[config.mk]
export PLATFORM = sky130hd
export DESIGN_NAME = param_sync_ram
export DESIGN_NICKNAME = d
export VERILOG_FILES = /design/src/rtl/param_sync_ram.sv
export SDC_FILE = /design/constraint.sdc
export NUM_CORES = 1
export LEC_CHECK = 0
export CORE_MARGIN = 4
export CORE_UTILIZATION = 53
export CTS_CLUSTER_DIAMETER = 120
export DETAILED_ROUTE_END_ITERATION = 12
export PLACE_DENSITY = 0.85
export SLEW_MARGIN = 10
export SYNTH_ARGS = -nofsm -noshare
export SYNTH_HDL_FRONTEND = slang
export SYNTH_SLANG_ARGS = --single-unit
[constraint.sdc]
create_clock -name clk -period 2.85 [get_ports clk]
set_input_delay 0.57 -clock clk [delete_from_list [all_inputs] [get_ports clk]]
set_output_delay 0.57 -clock clk [all_outputs]
set_load 0.01 [all_outputs]
[src/rtl/param_sync_ram.sv]
// param_sync_ram: single-port synchronous RAM with selectable read-during-write, valid flag and post-reset clear.
// Optional PARAM_SYNC_RAM_PARITY_EN adds a stored even-parity bit per word and a parity_err output.
module param_sync_ram #(
  parameter int DATA_W = 8,
  parameter int ADDR_W = 2,
  parameter int RDW_MODE = 0,
  parameter logic [DATA_W-1:0] INIT_VAL = '0
) (
  input  logic              clk,
  input  logic              rst,
  input  logic              en,
  input  logic              we,
  input  logic [ADDR_W-1:0] a,
  input  logic [DATA_W-1:0] d_i,
  output logic [DATA_W-1:0] d_o,
  output logic              d_o_valid,
`ifdef PARAM_SYNC_RAM_PARITY_EN
  output logic              parity_err,
`endif
  output logic              busy
);
  localparam int DEPTH = 2 ** ADDR_W;
`ifdef PARAM_SYNC_RAM_PARITY_EN
  localparam int MEM_W = DATA_W + 1;
`else
  localparam int MEM_W = DATA_W;
`endif
  localparam logic [0:0] CLEAR = 1'b0;
  localparam logic [0:0] READY = 1'b1;
  logic [0:0] state;
  logic [ADDR_W-1:0] cnt;
  logic [MEM_W-1:0] mem [DEPTH];
  logic acc, fwd;
  logic [MEM_W-1:0] init_word, wr_word, rd_word;
  assign busy = state == CLEAR;
  assign acc = en && !busy;
  assign fwd = (RDW_MODE == 1) && we;
  assign rd_word = mem[a];
`ifdef PARAM_SYNC_RAM_PARITY_EN
  assign init_word = {^INIT_VAL, INIT_VAL};
  assign wr_word = {^d_i, d_i};
`else
  assign init_word = INIT_VAL;
  assign wr_word = d_i;
`endif
  always_ff @(posedge clk) begin
    if (rst) begin
      state <= CLEAR;
      cnt <= '0;
    end else if (busy) begin
      cnt <= cnt + 1'b1;
      if (&cnt) state <= READY;
    end
  end
  always_ff @(posedge clk) begin
    if (!rst) begin
      if (busy) mem[cnt] <= init_word;
      else if (acc && we) mem[a] <= wr_word;
    end
  end
  always_ff @(posedge clk) begin
    if (rst) begin
      d_o <= '0;
      d_o_valid <= 1'b0;
    end else begin
      d_o_valid <= acc;
      if (acc) d_o <= fwd ? d_i : rd_word[DATA_W-1:0];
    end
  end
`ifdef PARAM_SYNC_RAM_PARITY_EN
  // Stored word includes its parity bit, so any odd total means corruption.
  always_ff @(posedge clk) begin
    if (rst) parity_err <= 1'b0;
    else parity_err <= acc && !fwd && ^rd_word;
  end
`endif
endmodule
Yosys cells after proc, flatten, opt, wreduce, memory -nomap -nowiden --
Memories as Yosys holds them, arrays and structs flattened. A register that Yosys moved wholly into a read port is not among the register bits. Index checks and enable logic that the tools add are counted.
Cells by class: $add $sub $neg 1, multiplexer cells 12, bitwise gates (word level) 1, reduce and logical (&&, ||, !) cells 4
Operator list (count):
- two-way mux 1 bit | 10
- two-way mux 8 bit | 1
- OR reduction 8 bit | 1
- adder 2 x 1 -> 2 bit, second input constant | 1
- logical AND 1 bit | 2
- two-way mux 2 bit | 1
- AND reduction 2 bit | 1
- inverter 1 bit | 1
Word-level totals: register bits after elaboration 4, bits in writable memories 32, bits of input ports 14, output and inout port bits 10, word-level logic and storage cells 22, memories 1
Memory list:
- mem | words 4, bits a word 8, read ports 1, clocked after memory_dff 1, write ports 1, line 32 | logic [MEM_W-1:0] mem [DEPTH];

Depth between registers and ports, before layout --
Gate-level depths: netlist of run 1.
depth in word-level cells 8, mapped depth 5, gate-level depth less buffers 3

Worst setup path after synthesis of run 1 --
No wires, ideal clock.
path type in2reg, start input rst, end memory mem[0][0] (netlist name) (enable), setup time 0.385 ns, arrival time 1.874 ns, required time 2.465 ns, slack 0.591 ns, stages on the path 4, path buffers 1, cells stage by stage and4b_1 > buf_6 > mux2i_2 > nor3b_1
Between the ends: cells in the longest elaborated chain, start to end 4
RTL lines:
- from (decl) | line 10 | input logic rst,
- two-way mux 1 bit | line 56 | if (!rst) begin
- two-way mux 1 bit (not written as such) | line 58 | else if (acc && we) mem[a] <= wr_word;
- OR reduction 8 bit (no source line)
- two-way mux 2 bit (no source line) / two-way mux 1 bit (equally long branches)
- to (decl) | line 32
Parallel ways exist; a longest one is shown, timed or not.

Worst setup path after layout of run 1 --
start input we, end memory mem[2][6] (netlist name) (enable)
Between the ends: cells in the longest elaborated chain, start to end 7
RTL lines:
- from (decl) | line 12 | input logic we,
- logical AND 1 bit * | line 58
- two-way mux 1 bit * | line 58
- two-way mux 1 bit * | line 57 | if (busy) mem[cnt] <= init_word;
- two-way mux 1 bit * | line 56
- two-way mux 1 bit (not written as such) * | line 58
- OR reduction 8 bit (no source line)
- two-way mux 2 bit (no source line) / two-way mux 1 bit (equally long branches)
Mark *: on every way between the ends. The rest lies on a longest branch, timed or not.

==> results of run 1 <==
-- report_power, final --
group | total (mW) | internal, mW | switching, mW
Combinational | 0.164 | 0.0830 | 0.0810
Clock | 0.328 | 0.145 | 0.183
Sequential | 0.757 | 0.739 | 0.0179
Total | 1.25 | 0.968 | 0.282
-- through the flow --
stage	setup slack (ns)	total power [mW]
after floorplan	0.591	0.864
after global placement	0.498	0.929
after detailed placement	0.454	0.939
after CTS	0.794	1.26
after global routing	0.725	1.30
final	0.780	1.25
-- logic make-up after synthesis --
group           Yosys count  share of synthesized area [%]
compound gates           10                           3.13
xor+xnor                  1                          0.510
fa+ha+maj                 1                          0.728
buf+inv                   9                           2.55
flops                    44                           69.9
mux                      10                           11.9
simple gates             38                           11.3
-- how the worst min path moves through the flow --
| stage | start | end | slack (ns) |
|---|---|---|---|
| 2_1_floorplan | d_o[2] | d_o[2] | 0.47 |
| 4_1_cts | d_o[4] | d_o[4] | 0.46 |
| 6_report | d_o[4] | d_o[4] | 0.46 |
| 3_3_place_gp | d_o[4] | d_o[4] | 0.45 |
| 3_5_place_dp | d_o[4] | d_o[4] | 0.45 |
| 5_1_grt | d_o[4] | d_o[4] | 0.48 |
-- critical path, delay by kind of cell --
family | cells | cell delay (ns)
buf+inv | 1 | 0.50
mux | 1 | 0.30
simple gates | 2 | 0.70
-- cells in the mapped netlist --
| master | number | area share, % |
|---|---|---|
| nand3_1 | 8 | 2.3 |
| nor3_1 | 1 | 0.29 |
| buf_1 | 1 | 0.22 |
| inv_1 | 2 | 0.44 |
| nand2b_1 | 1 | 0.36 |
| edfxtp_1 | 32 | 56 |
| nand2_1 | 9 | 2.0 |
| mux4_2 | 8 | 10 |
| nand4_1 | 1 | 0.36 |
| nor2_1 | 6 | 1.3 |
| nor2b_1 | 1 | 0.36 |
| and2_1 | 9 | 3.3 |
| buf_6 | 1 | 0.66 |
| dfxtp_1 | 12 | 14 |
| nor3b_1 | 1 | 0.44 |
| ha_1 | 1 | 0.73 |
| mux2i_2 | 1 | 0.80 |
| a21oi_1 | 9 | 2.6 |
| a41oi_1 | 1 | 0.51 |
| mux2i_1 | 1 | 0.58 |
| and4b_1 | 1 | 0.58 |
| xor2_1 | 1 | 0.51 |
| clkbuf_1 | 3 | 0.66 |
| buf_2 | 2 | 0.58 |
-- registers in the layout (all words and copies together), names as in the netlist --
| register | cells |
|---|---|
| d_o_valid | 1 |
| d_o | 8 |
| state | 1 |
| mem | 32 |
| cnt | 2 |
-- cell usage in the layout (no fill, tap or decap) --
master           instances
xor2_1                   1
nand3_1                  8
nor3b_1                  1
inv_1                    2
mux2i_2                  1
clkdlybuf4s50_1         23
a21oi_1                  9
clkbuf_4                 5
mux4_2                   8
nand2b_1                 1
edfxtp_1                32
nor2_1                   6
clkbuf_8                 2
dfxtp_1                 12
nand4_1                  1
nor2b_1                  1
and2_1                   9
buf_4                    9
ha_1                     1
a41oi_1                  1
clkbuf_1                 1
mux2i_1                  1
and4b_1                  1
nor3_1                   1
nand2_1                  9
-- layout make-up --
cell class	instances	area [sq um]
multi-input combinational	60	473
sequential	44	1200
inverter	2	7.51
tap	44	55.1
clock buffer	8	68.8
timing repair buffer	32	298
fill	237	975
-- routing by layer --
| layer | routed length (microns) | vias to the layer above | global-route usage, % |
|---|---|---|---|
| met2 | 1520 | 33 | 26.6 |
| met4 | 32 | 0 | 4.75 |
| met3 | 194 | 5 | 5.72 |
| li1 | - | 490 | - |
| met5 | 0 | - | 0 |
| met1 | 1220 | 493 | 17.5 |
==> summary.txt, run 1 <==
Placement
  • Placed wire-length estimate: 2.14 mm
  • # placed instances: 182
  • IO buf count: 23
  • GPL Wtd Cong: 0.749
  • Post-Place Cell Area: 2030 sq um

Synthesis
  • Synthesized area per cell: 15.2 sq um
  • Syn_nets: 128
  • Synthesized area: 1720 sq um
  • Post-synthesis sequential area ratio: 69.9%
  • Post-synthesis register bit count: 44
  • Post-synth cell types: 24
  • Post-synthesis cell count: 113
  • Syn. warnings: 0

Cells and area
  • Area growth, synth to finish: 22.4%
  • Final core utilization: 68.3%
  • Fin nets: 160
  • Post-Layout Cell Count: 190
  • Layout Cell Area excl Fill: 2100 sq um
  • Layout cells sized above 1: 17.1%
  • Number of diodes: 0

Clocking
  • Setup repair bufs after CTS: 0
  • Total CTS buffers: 5
  • Clk slew on worst S/H paths: 0.11 ns
  • Clk buf depth: 2
  • CTS tree: yes
  • Hold Buf Count CTS: 0
  • CTS H-tree depth: 2
  • Worst-Skew Late Latency: 0.35 ns
  • CTS Root Cell: clkbuf_4
  • Post-CTS resize count: 0
  • CTS Sinks: 44

STA
  • Clock skew: 0.00932 ns
  • Period utilization: 72.6%
  • Final worst path period need: 2.07 ns
  • Worst-Margin Slew: 0.421 ns
  • Worst hold margin: 0.462 ns
  • Fin. Hold Viols: 0
  • Setup_tns: 0 ns
  • Final setup vio count: 0
  • Final-report max-slew violation count: 0
  • RSZ-0062 raised after global routing: false
  • Max-slew headroom: 71.9%
  • Achievable Freq: 483 MHz

Hold path
  • Worst Hold Class: reg2reg
  • Hold Path Stages: 2

Setup path
  • Register-to-register setup slack: 1.15 ns
  • Reg2Reg Depth: 3
  • WS Path Type: in2reg
  • CP endpoint: mem[2][6]
  • Worst Setup Start Kind: primary input
  • Crit path cell chain: clkdlybuf4s50_1 > and4b_1 > mux2i_2 > and2_1
  • Critical Path Start: we
  • Reg2reg start: state
  • Capturing point of the worst reg2reg path: mem[2][6]
  • Critical path arrival: 2.08 ns
  • CP Max Fanout: 8
  • CP max stage delay: 0.50 ns
  • Crit end category: flop
  • Worst EP required: 2.86 ns
  • Slowest cell on crit path: clkdlybuf4s50_1

Global route
  • Pin count of the biggest net entering global routing: 18
  • Global-route wire length before repair: 4.69 mm
  • Total gr overflow: 0
  • Initial antenna violation count: 0
  • Gr usage total: 15.3%
  • Vias in the first global route: 987

Drt
  • Drt drc: 0
  • Vias per Instance: 5.37
  • Via count: 1021
  • Post-DRT Antenna Nets: 0
  • Total Wirelength: 2.97 mm
  • DR pass1 iterations: 4
  • Routed length per instance: 15.6 microns
  • Iter 0 DRT Violations: 93

Floorplan
  • Die W: 64.9 microns
  • Die area: 4220 sq um
  • Top-Level Pins: 24
  • Starting Density: 55.8%
  • Row cnt: 20
  • Die Ht: 64.9 microns
  • Core area: 3080 sq um

Status
  • Outcome: finished, final reports clean

Power and ir drop
  • Max IR drop VDD: 0.000337 V
  • Pwr per Cell Area: 594 nW/um^2
  • Leakage: 0.710 nW

Run
  • Max-Cap Viols: 0
No activity file was read; power rests on OpenSTA's default activity.
==> run 2, diff against run 1 <==
==> constraint.sdc (replaced) <==
create_clock -name clk -period 2.2 [get_ports clk]
set_input_delay 0.44 -clock clk [delete_from_list [all_inputs] [get_ports clk]]
set_output_delay 0.44 -clock clk [all_outputs]
set_load 0.01 [all_outputs]
==> run 2 against run 1 <==
Effect of this change:
- hold slack better by 0.0030 ns
- combinational power up 35%
- critical path depth up 1
- non-clock buffer count up 1
- worst setup slack worse by 0.48 ns
- sequential power up 30%
- sequential share of layout area about the same
- flip-flop and latch count unchanged
- largest power group unchanged
==> summary.txt, run 2 (synthesized netlist as in run 1, its figures left out) <==
Placement
  • GPL Wtd Cong: 0.742 (-0.95%)
  • # placed instances: 183 (+0.55%)
  • IO buf count: 23 (unchanged)
  • Post-Place Cell Area: 2050 sq um (+0.98%)
  • Worst slack, placed: -0.0520 ns (-0.506 ns)
  • Placed wire-length estimate: 2.19 mm (+2.6%)

Clocking
  • Setup repair bufs after CTS: 0 (unchanged)
  • CTS tree: yes
  • Hold Buf Count CTS: 0 (unchanged)
  • CTS H-tree depth: 2 (unchanged)
  • Clk slew on worst S/H paths: 0.11 ns (about the same)
  • Post-CTS resize count: 0 (unchanged)
  • Total CTS buffers: 5 (unchanged)
  • Worst-Skew Late Latency: 0.34 ns (about the same)
  • Clk buf depth: 2 (unchanged)
  • CTS Root Cell: clkbuf_4
  • CTS Sinks: 44 (unchanged)

Status
  • Outcome: finished, final reports clean

Drt
  • DR pass1 iterations: 4 (unchanged)
  • Vias per Instance: 5.28 (-1.8%)
  • Drt drc: 0 (unchanged)
  • Routed length per instance: 15.5 microns (-0.76%)
  • Post-DRT Antenna Nets: 0 (unchanged)
  • Iter 0 DRT Violations: 111 (+19%)
  • Total Wirelength: 2.96 mm (-0.24%)
  • Via count: 1008 (-1.3%)

STA
  • Fin. Hold Viols: 0 (unchanged)
  • Worst hold margin: 0.465 ns (+0.00297 ns)
  • Clock skew: 0.00716 ns (-0.00216 ns)
  • Achievable Freq: 528 MHz
  • RSZ-0062 raised after global routing: false
  • Final-report max-slew violation count: 0 (unchanged)
  • Final WS setup: 0.305 ns (-0.475 ns)
  • Setup_tns: 0 ns (unchanged)
  • Period utilization: 86.2%
  • Final worst path period need: 1.90 ns
  • Max-slew headroom: 82.5% (+11 points)
  • Final setup vio count: 0 (unchanged)
  • Worst-Margin Slew: 0.259 ns (-0.163 ns)

Hold path
  • Worst Hold Class: reg2reg

Cells and area
  • Layout cells sized above 1: 17.0% (-0.12 points)
  • Largest registers: mem: 32 flops, d_o: 8 flops, cnt: 2 flops
  • Most frequent cells in the layout: 32 x edfxtp_1, 23 x clkdlybuf4s50_1, 12 x dfxtp_1
  • Commonest non-fill, non-tap cell in the layout: edfxtp_1
  • Top reg by flops: mem
  • Fin nets: 161 (+0.63%)
  • Final core utilization: 68.4% (about the same)
  • Layout Cell Area excl Fill: 2100 sq um (about the same)
  • Largest register FFs: 32 (unchanged)
  • Post-Layout Cell Count: 191 (+0.53%)
  • Number of diodes: 0 (unchanged)
  • Area growth, synth to finish: 22.5% (about the same)

Power and ir drop
  • Pwr per Cell Area: 739 nW/um^2 (+24%)
  • Tot Pwr: 1.56 mW (+25%)
  • Leakage: 0.709 nW (-0.14%)
  • Max IR drop VDD: 0.000401 V (+19%)

Setup path
  • Reg2reg start: state
  • Register-to-register setup slack: 0.58 ns (-0.57 ns)
  • CP Max Fanout: 8 (unchanged)
  • Capturing point of the worst reg2reg path: mem[0][3]
  • Reg2Reg Depth: 4 (+1)
  • Worst path buffer plus inverter count: 2 (+1)
  • Crit path max-delay family: buffers and inverters
  • CP endpoint: mem[0][3]
  • Worst Setup Start Kind: primary input
  • CP Depth: 5 (+1)
  • Worst EP required: 2.26 ns (-0.60 ns)
  • Critical Path Start: we
  • Crit end category: flop
  • Critical path arrival: 1.96 ns (-0.12 ns)
  • CP max stage delay: 0.50 ns (about the same)
  • WS Path Type: in2reg
  • Crit path cell chain: clkdlybuf4s50_1 > and4b_1 > mux2i_2 > nor3b_1 > buf_4
  • Slowest cell on crit path: clkdlybuf4s50_1

Floorplan
  • Die area: 4220 sq um (unchanged)
  • Row cnt: 20 (unchanged)
  • Top-Level Pins: 24 (unchanged)
  • Core area: 3080 sq um (unchanged)
  • Die Ht: 64.9 microns (unchanged)
  • Die W: 64.9 microns (unchanged)
  • Starting Density: 55.8% (unchanged)

Global route
  • Initial antenna violation count: 0 (unchanged)
  • Total gr overflow: 0 (unchanged)
  • Pin count of the biggest net entering global routing: 18 (unchanged)
  • Global-route wire length before repair: 4.99 mm (+6.5%)
  • Vias in the first global route: 1075 (+8.9%)
  • Gr usage total: 16.7% (+1.3 points)

Run
  • Max-Cap Viols: 0 (unchanged)
## run 2: cell count changes in the layout (fill, tap and decap cells not counted), sizes merged
cell | before | now
clkinv | 0 | 1
buf | 9 | 10
clkbuf | 8 | 7
## run 2: how the worst min path moves through the flow
stage	startpoint	end	slack, ns	depth (start not counted)
floorplan	d_o[2]	d_o[2]	0.47	2
CTS	d_o[7]	d_o[7]	0.47	2
global route	d_o[1]	d_o[1]	0.50	2
global placement	d_o[6]	d_o[6]	0.44	2
finish	d_o[7]	d_o[7]	0.47	2
detailed placement	d_o[7]	d_o[7]	0.45	2
## run 2: power by group
group / leakage [nW] / internal, mW / switching (mW) / total [mW]
logic: 0.288 / 0.116 / 0.107 / 0.222
clock network: 0.0293 / 0.125 / 0.228 / 0.353
registers: 0.391 / 0.957 / 0.0234 / 0.981
## run 2: routing by layer
metal  global-route usage (%)  part of all wire [%]
met1                     19.1                    40
met2                     28.7                    54
met3                     4.51                   5.0
met4                     7.92                   1.2
met5                        0                     0
## run 2: tightest hold or removal path, stage by stage (launching register included)
cell and delay [ns]:
dfxtp_1 0.32, nand2_1 0.05, a21oi_1 0.05
## run 2: cell type report
cell class	count	area [sq um]
Inverter	2	7.51
Sequential cell	44	1200
Fill cell	235	973
Multi-Input combinational cell	60	473
Tap cell	44	55.1
Clock buffer	7	45.0
Clock inverter	1	5.00
Timing Repair Buffer	33	318
==> run 3, diff against run 2 <==
--- a/config.mk
+++ b/config.mk
@@ -10,6 +10,7 @@
 export CTS_CLUSTER_DIAMETER = 120
 export DETAILED_ROUTE_END_ITERATION = 12
 export PLACE_DENSITY = 0.85
+export RECOVER_POWER = 100
 export SLEW_MARGIN = 10
 export SYNTH_ARGS = -nofsm -noshare
 export SYNTH_HDL_FRONTEND = slang
==> run 3 against run 2 <==
Effect of this change:
- sequential power hardly changed
- cell count did not move
- sequential share of layout area is 0.93 points higher
- power down 1.0%
- critical path depth unchanged
- count of clock-buffer cells in the layout is the same
- final area shrank 1.6%
- via count fell by 0.40%
==> summary.txt, run 3 (synthesized netlist as in run 1, its figures left out) <==
Status
  • Outcome: finished, final reports clean

Setup path
  • Reg2Reg Depth: 4 (unchanged)
  • Register-to-register setup slack: 0.53 ns (-0.05 ns)
  • Critical path arrival: 2.05 ns (+0.09 ns)
  • WS Path Type: in2reg
  • CP Max Fanout: 8 (unchanged)
  • Crit end category: flop
  • Worst EP required: 2.24 ns (-0.02 ns)
  • Capturing point of the worst reg2reg path: mem[2][1]
  • Reg2reg start: state
  • Worst Setup Start Kind: primary input

Floorplan
  • Core area: 3080 sq um (unchanged)
  • Top-Level Pins: 24 (unchanged)
  • Die Ht: 64.9 microns (unchanged)
  • Die area: 4220 sq um (unchanged)
  • Starting Density: 55.8% (unchanged)
  • Row cnt: 20 (unchanged)
  • Die W: 64.9 microns (unchanged)

STA
  • RSZ-0062 raised after global routing: false
  • Max-slew headroom: 59.2% (-23 points)
  • Worst-Margin Slew: 0.612 ns (+0.354 ns)
  • Setup_tns: 0 ns (unchanged)
  • Final WS setup: 0.191 ns (-0.114 ns)
  • Worst hold margin: 0.464 ns (-0.000770 ns)
  • Fin. Hold Viols: 0 (unchanged)
  • Final setup vio count: 0 (unchanged)
  • Final-report max-slew violation count: 0 (unchanged)
  • Achievable Freq: 498 MHz (-5.7%)
  • Final worst path period need: 2.01 ns (+0.114 ns)
  • Clock skew: 0.00654 ns (-0.000616 ns)
  • Period utilization: 91.3% (+5.2 points)

Hold path
  • Hold Path Stages: 2 (unchanged)
  • Worst Hold Class: reg2reg
  • Worst hold path endpoint: d_o[7]
  • HP Start: d_o[7]

Placement
  • GPL Wtd Cong: 0.742 (unchanged)
  • # placed instances: 183 (unchanged)
  • Placed wire-length estimate: 2.19 mm (unchanged)
  • Worst slack, placed: -0.0520 ns (unchanged)
  • IO buf count: 23 (unchanged)
  • Post-Place Cell Area: 2050 sq um (unchanged)

Global route
  • Initial antenna violation count: 0 (unchanged)
  • Vias in the first global route: 1075 (unchanged)
  • Gr usage total: 16.7% (unchanged)
  • Global-route wire length before repair: 4.99 mm (unchanged)
  • Pin count of the biggest net entering global routing: 18 (unchanged)
  • Total gr overflow: 0 (unchanged)

Power and ir drop
  • Pwr per Cell Area: 744 nW/um^2 (+0.58%)
  • Tot Pwr: 1.54 mW (-1.0%)
  • Max IR drop VDD: 0.000398 V (-0.59%)
  • Leakage: 0.713 nW (+0.64%)

Cells and area
  • Layout cells sized above 1: 15.0% (-2.0 points)
  • Most frequent cells in the layout: 32 x edfxtp_1, 12 x dfxtp_1, 12 x dlygate4sd3_1
  • Commonest non-fill, non-tap cell in the layout: edfxtp_1
  • Top reg by flops: mem
  • Number of diodes: 0 (unchanged)
  • Layout Cell Area excl Fill: 2070 sq um (-1.6%)
  • Area growth, synth to finish: 20.5%
  • Largest registers: mem: 32 flops, d_o: 8 flops, cnt: 2 flops
  • Largest register FFs: 32 (unchanged)
  • Post-Layout Cell Count: 191 (unchanged)
  • Fin nets: 161 (unchanged)
  • Final core utilization: 67.3% (-1.1 points)

Clocking
  • Post-CTS resize count: 0 (unchanged)
  • CTS H-tree depth: 2 (unchanged)
  • Clk buf depth: 2 (unchanged)
  • Setup repair bufs after CTS: 0 (unchanged)
  • Worst-Skew Late Latency: 0.35 ns (about the same)
  • Clk slew on worst S/H paths: 0.11 ns (about the same)
  • CTS Sinks: 44 (unchanged)
  • Total CTS buffers: 5 (unchanged)
  • CTS tree: yes
  • Hold Buf Count CTS: 0 (unchanged)
  • CTS Root Cell: clkbuf_4

Drt
  • Total Wirelength: 2.93 mm (-0.95%)
  • Routed length per instance: 15.4 microns (-0.95%)
  • Post-DRT Antenna Nets: 0 (unchanged)
  • Vias per Instance: 5.26 (-0.40%)
  • Iter 0 DRT Violations: 120 (+8.1%)
  • Via count: 1004 (-0.40%)
  • Drt drc: 0 (unchanged)
  • DR pass1 iterations: 4 (unchanged)

Run
  • Max-Cap Viols: 0 (unchanged)
## run 3: cell types whose count changed in the layout (fill, tap and decap cells not counted), sizes merged
| cell | before | now |
|---|---|---|
| buf | 10 | 4 |
| clkbuf | 7 | 13 |
| clkdlybuf4s50 | 23 | 11 |
| dlygate4sd3 | 0 | 12 |
## run 3: power by group
group          total, mW  switching [mW]  internal [mW]
combinational      0.206           0.106          0.100
sequential         0.980          0.0224          0.958
clock              0.354           0.229          0.125
total               1.54           0.358           1.18
## run 3: cell type report
cell class | instances | area, sq um
multi-input combinational | 60 | 469
clock inverter | 1 | 5.00
timing repair buffer | 33 | 288
inverter | 2 | 7.51
tap | 44 | 55.1
clock buffer | 7 | 45.0
fill | 245 | 1010
sequential | 44 | 1200
## run 3: layer usage
layer,up-vias,wire length [microns],global-route usage (%)
met5,-,0,0
met4,0,53,7.92
met3,5,141,4.51
met1,487,1180,19.1
met2,28,1560,28.7
li1,484,-,-
## run 3: worst max-delay path by stage
stage,start,endpoint,slack (ns),depth (start not counted)
floorplan,rst,mem[0][0],0.07,4
global placement,we,mem[0][0],0.04,5
detailed placement,we,mem[0][5],-0.05,5
CTS,state,busy,0.31,3
global route,we,mem[0][4],0.12,5
finish,we,mem[2][1],0.19,5
## run 3: critical path, cell delays in order
cell	delay [ns]
dlygate4sd3_1	0.58
and4b_1	0.26
mux2i_1	0.33
and2_0	0.19
clkbuf_2	0.25
